## src/rtl/f_ifu_pkg.sv

```systemverilog
// Shared CPU definitions for the fetch stage: default address map and
// exception codes.
package f_ifu_pkg;

    localparam logic [31:0] RESET_PC_DEF   = 32'h0000_3000;
    localparam logic [31:0] EXC_VECTOR_DEF = 32'h0000_4180;
    localparam logic [31:0] IM_LO_DEF      = 32'h0000_3000;
    localparam logic [31:0] IM_HI_DEF      = 32'h0000_6FFC;

    localparam logic [4:0] EXC_NONE = 5'd0;
    localparam logic [4:0] EXC_ADEL = 5'd4;

    // Fetch address error: misaligned or outside the instruction memory window.
    function automatic logic is_adel(input logic [31:0] pc,
                                     input logic [31:0] lo,
                                     input logic [31:0] hi);
        return (pc[1:0] != 2'b00) || (pc < lo) || (pc > hi);
    endfunction

endpackage

```

## src/rtl/f_ifu_pc_reg.sv

```systemverilog
// 32-bit program counter register with asynchronous reset and write enable.
module f_pc_reg #(
    parameter logic [31:0] RESET_VAL = 32'h0000_0000
) (
    input  logic        clk,
    input  logic        reset,
    input  logic        we,
    input  logic [31:0] d,
    output logic [31:0] q
);

    logic [31:0] q_r;

    // PC state: reset value on reset, load d when enabled, otherwise hold.
    always_ff @(posedge clk or posedge reset) begin
        if (reset) begin
            q_r <= RESET_VAL;
        end else if (we) begin
            q_r <= d;
        end else begin
            q_r <= q_r;
        end
    end

    assign q = q_r;

endmodule

```

## src/rtl/f_ifu.sv

```systemverilog
// Instruction fetch unit: next-PC selection, instruction memory addressing
// and fetch address error detection.
module f_ifu
    import f_ifu_pkg::*;
#(
    parameter logic [31:0] RESET_PC   = RESET_PC_DEF,
    parameter logic [31:0] EXC_VECTOR = EXC_VECTOR_DEF,
    parameter logic [31:0] IM_LO      = IM_LO_DEF,
    parameter logic [31:0] IM_HI      = IM_HI_DEF
) (
    input  logic        clk,
    input  logic        reset,
    input  logic        F_PC_WE,
    input  logic        Req,
    input  logic        D_eret,
    input  logic [31:0] EPC,
    input  logic        D_redirect,
    input  logic [31:0] D_target,
    input  logic        D_is_jb,
    output logic [31:0] i_inst_addr,
    input  logic [31:0] i_inst_rdata,
    output logic [31:0] F_PC,
    output logic [31:0] F_Instr,
    output logic [4:0]  F_ExcCode,
    output logic        F_BD
);

    logic [31:0] pc_s;
    logic [31:0] next_pc_s;
    logic        pc_we_s;
    logic        adel_s;

    // Exceptions must be able to leave a stalled pipeline, so Req also enables the write.
    assign pc_we_s = Req | F_PC_WE;

    f_pc_reg #(
        .RESET_VAL (RESET_PC)
    ) u_pc_reg (
        .clk   (clk),
        .reset (reset),
        .we    (pc_we_s),
        .d     (next_pc_s),
        .q     (pc_s)
    );

    // Next-PC priority: exception, stall, eret, redirect, sequential.
    always_comb begin
        next_pc_s = pc_s + 32'd4;
        if (Req) begin
            next_pc_s = EXC_VECTOR;
        end else if (!F_PC_WE) begin
            next_pc_s = pc_s;
        end else if (D_eret) begin
            next_pc_s = EPC;
        end else if (D_redirect) begin
            next_pc_s = D_target;
        end else begin
            next_pc_s = pc_s + 32'd4;
        end
    end

    // Address error is judged on the PC actually held, never on an incoming target.
    always_comb begin
        adel_s = is_adel(pc_s, IM_LO, IM_HI);
        if (adel_s) begin
            F_ExcCode = EXC_ADEL;
            F_Instr   = 32'h0000_0000;
        end else begin
            F_ExcCode = EXC_NONE;
            F_Instr   = i_inst_rdata;
        end
    end

    assign F_PC        = pc_s;
    assign i_inst_addr = pc_s;
    assign F_BD        = D_is_jb;

endmodule

```

## config.mk

```make
export PLATFORM = sky130hd
export DESIGN_NAME = f_ifu
export DESIGN_NICKNAME = d
export VERILOG_FILES = /design/src/rtl/f_ifu_pkg.sv /design/src/rtl/f_ifu_pc_reg.sv /design/src/rtl/f_ifu.sv
export SDC_FILE = /design/constraint.sdc
export NUM_CORES = 1
export LEC_CHECK = 0
export ABC_CLOCK_PERIOD_IN_PS = 4800
export BUFFER_PORTS_ARGS = -buffer_cell sky130_fd_sc_hd__buf_2
export CAP_MARGIN = 0
export CORE_ASPECT_RATIO = 2
export CORE_UTILIZATION = 30
export CTS_CLUSTER_DIAMETER = 40
export DETAILED_ROUTE_END_ITERATION = 10
export SLEW_MARGIN = 20
export SYNTH_ARGS = -nofsm -noshare
export SYNTH_HDL_FRONTEND = slang
export SYNTH_SLANG_ARGS = --single-unit
```

## constraint.sdc

```tcl
create_clock -name clk -period 4.8 [get_ports clk]
set_input_delay 0.48 -clock clk [delete_from_list [all_inputs] [get_ports clk]]
set_output_delay 0.48 -clock clk [all_outputs]
set_load 0.02 [all_outputs]
```

==> results by group <==
Cells and area
  – Number of flip-flops in the largest register: 32
  – Proportion of layout cells with a drive suffix above 1: 0.429
  – Final cell count without fillers: 610
  – Net total in the final layout: 611
  – Final core utilization: 0.414
  – Post-route cell area: 0.00376 mm2
  – N_diodes: 0
  – Area grow syn2layout: 33.6%

Timing
  – Total count of hold-check failures in the final report: 0
  – Worst slew slack as a fraction of its limit: 0.325
  – Final clock period utilization by the worst path: 0.642
  – F_max: 325 MHz
  – Final min period: 3080 ps
  – Final Slew Violations: 0
  – RSZ-0062 raised after global routing: false
  – Skew final: 4.23 ps
  – Post-route setup TNS: 0 ps
  – Final Setup Violations: 0
  – Slew at the pin closest to its max-slew limit: 1010 ps
  – Minimum hold slack: 282 ps

Routing
  – Sum of met2 wire segment lengths after detailed routing: 5.81 mm
  – Total iterations of the first detailed-routing run: 8
  – Routed wire length on met3: 776 um
  – Count of nets left with antenna violations after detail routing: 0
  – Iteration-0 DRC count of the detailed router: 204
  – Post-route met1 wirelength: 3.52 mm
  – Routed wire length per instance: 17.8 um
  – Highest Signal Layer: met4
  – Via count of the routed design: 3392
  – Vias per inst: 5.56
  – Routed WL: 10.8 mm
  – Residual DRC: 48

Floorplan
  – Die footprint: 0.00979 mm2
  – Starting density of the core: 0.310
  – Core box area: 0.00907 mm2
  – I/O pin cnt: 205
  – Row count: 49
  – Vertical die dimension: 139 um
  – Die Width: 70.5 um

Setup path
  – Required time of the critical path: 4320 ps
  – Startpoint kind of the worst setup timing path: flop
  – Path type of the worst setup path: reg2out
  – Depth of the most critical reg-to-reg path: 5
  – Maximum fanout encountered on the critical timing path: 33
  – WP data arrival: 2600 ps
  – Critical Path End Type: output pin

Clock tree
  – Number of sinks driven by the clock tree: 32
  – Clk Latency, worst-skew pair: 280 ps
  – TritonCTS clock tree: built
  – Level count of the clock H-tree: 2
  – Cell at the root of the clock tree: sky130_fd_sc_hd__clkbuf_16
  – Number of buffers inserted to repair setup after CTS: 0
  – Number of buffers between clock root and the deepest sink: 2
  – Clk pin slew, worst setup/hold paths: 60 ps
  – Gates resized, CTS repair: 0
  – Post-cts hold buffer count: 0
  – Number of buffers created by CTS: 5

Synthesis
  – Cell taking the most area after synthesis: sky130_fd_sc_hd__dfrtp_1
  – Synth Instances: 355
  – Leading register cell type out of synthesis: sky130_fd_sc_hd__dfrtp_1
  – Average cell area after synthesis: 7.93 um2
  – Netlist Area Pre-Place: 0.00281 mm2
  – Most frequent cell after synthesis: sky130_fd_sc_hd__o21ai_0
  – Yosys cell types: 45
  – Synth async-reset ratio: 1.00
  – Count of yosys warnings during synthesis: 0
  – Most numerous cell types in the synthesized netlist: 41 x sky130_fd_sc_hd__o21ai_0, 39 x sky130_fd_sc_hd__buf_4, 33 x sky130_fd_sc_hd__and2_1, 30 x sky130_fd_sc_hd__dfrtp_1, 20 x sky130_fd_sc_hd__nor2_1
  – Leading cell types by total area after synthesis: sky130_fd_sc_hd__dfrtp_1 27%, sky130_fd_sc_hd__buf_4 10%, sky130_fd_sc_hd__and2_1 7.3%
  – Sequential element share of the synthesized area: 0.285
  – Number of flip-flops and latches in the synthesized netlist: 32
  – Number of synthesized flops with an enable pin: 0
  – Area fraction of the dominant cell type after synthesis: 0.267

Min path
  – Kind of path behind the tightest hold check: in2async

Placed design
  – Number of cells after detailed placement: 602
  – Placed cell area: 0.00361 mm2
  – Count of buffers inserted at the top-level ports: 198
  – Routability-driven placement congestion ratio: 0.811
  – Total half-perimeter wirelength after legalization and detailed placement: 8.38 mm

Run
  – Number of max-cap violations: 0

Power and ir drop
  – Areal power density over the cells: 251 mW/mm2
  – Leak pwr: 0.00197 uW
  – Highest ir drop seen on vdd: 0.138 mV

Global route
  – Initial antenna violation count: 0
  – Global-route total usage across every layer: 0.218
  – Pin count of the biggest net entering global routing: 34
  – Global-route wire length before repair: 16.2 mm
  – Total overflow reported by the global router: 0
  – Via count of the first global-routing pass: 3207

Outcome
  – Status: finished with violations
  – Violations in the final reports: design-rule violations
==> cells in the final DEF, fill, tap and decap left out, types with 4 or more instances in the layout <==
cell type / Yosys / layout
sky130_fd_sc_hd__and3_1: 5 / 5
sky130_fd_sc_hd__o221ai_1: 12 / 12
sky130_fd_sc_hd__nand4_1: 8 / 8
sky130_fd_sc_hd__nor3_1: 6 / 5
sky130_fd_sc_hd__and2_1: 33 / 33
sky130_fd_sc_hd__a41oi_1: 6 / 6
sky130_fd_sc_hd__nor4_1: 4 / 4
sky130_fd_sc_hd__conb_1: 1 / 4
sky130_fd_sc_hd__nand3_1: 8 / 8
sky130_fd_sc_hd__inv_1: 17 / 17
sky130_fd_sc_hd__clkbuf_16: 0 / 5
sky130_fd_sc_hd__o21ai_0: 41 / 41
sky130_fd_sc_hd__a22o_1: 7 / 7
sky130_fd_sc_hd__nand2_1: 11 / 11
sky130_fd_sc_hd__nor2_1: 20 / 19
sky130_fd_sc_hd__o22ai_1: 14 / 14
sky130_fd_sc_hd__a21o_1: 7 / 7
sky130_fd_sc_hd__dfrtp_1: 30 / 30
sky130_fd_sc_hd__a31oi_1: 10 / 10
sky130_fd_sc_hd__a21oi_1: 16 / 16
sky130_fd_sc_hd__buf_2: 4 / 198
==> where the power goes <==
| group | total, uW | switching, uW | leakage, uW | internal [uW] |
|---|---|---|---|---|
| clock | 327 | 120 | 0.0000712 | 207 |
| combinational | 280 | 173 | 0.00149 | 107 |
| sequential | 338 | 44.1 | 0.000407 | 293 |
==> routing by layer <==
layer | up-vias | GRT usage
met5 | - | 0
met4 | 0 | 0.172
met3 | 36 | 0.0269
met2 | 210 | 0.408
met1 | 1571 | 0.208
li1 | 1575 | -
==> worst max-delay path, cell delays in order, from the launching register on <==
cell and delay, ps:
sky130_fd_sc_hd__dfrtp_1 490, sky130_fd_sc_hd__nor4_1 320, sky130_fd_sc_hd__nand3_1 230, sky130_fd_sc_hd__nor3_4 710
sky130_fd_sc_hd__and2_1 350, sky130_fd_sc_hd__buf_2 210
==> cell families (layout without fill, tap and decap cells) <==
kind of cell,after synthesis,count (layout),share of synthesized area
other,1,4,0.00133
adder cells (fa/ha/maj),1,1,0.00445
XOR/XNOR,1,1,0.00311
AND/OR/NAND/NOR,108,108,0.232
flip-flops,32,32,0.285
multiplexers,3,3,0.0107
buffers and inverters,77,227,0.157
AO/OA/AOI/OAI,132,132,0.307
==> area by class of cell <==
cell class	instances	area, um2
Fill cell	952	5320
Timing Repair Buffer	201	1010
Tap cell	102	128
Clock buffer	8	146
Sequential cell	32	803
Multi-Input combinational cell	249	1600
Inverter	18	67.6
==> per-stage QoR <==
step           setup slack (ps)  power (uW)
2_1_floorplan              2550         527
3_3_place_gp               1820         617
3_5_place_dp               1720         622
4_1_cts                    1400         954
5_1_grt                    1580         991
6_report                   1720         944
==> final timing paths <==
kind                                             from                          to  slack (ps)
min                                             reset  u_pc_reg.q[25]$_DFFE_PP0P_         280
max in group asynchronous                       reset  u_pc_reg.q[12]$_DFFE_PP1P_        4160
max                        u_pc_reg.q[23]$_DFFE_PP0P_                 F_Instr[19]        1720
max reg2reg                 u_pc_reg.q[2]$_DFFE_PP0P_  u_pc_reg.q[17]$_DFFE_PP0P_        2550
min reg2reg                u_pc_reg.q[13]$_DFFE_PP1P_  u_pc_reg.q[13]$_DFFE_PP1P_         540
min in group clk                                  Req   u_pc_reg.q[1]$_DFFE_PP0P_         470
(Power assumes the default switching activity.)
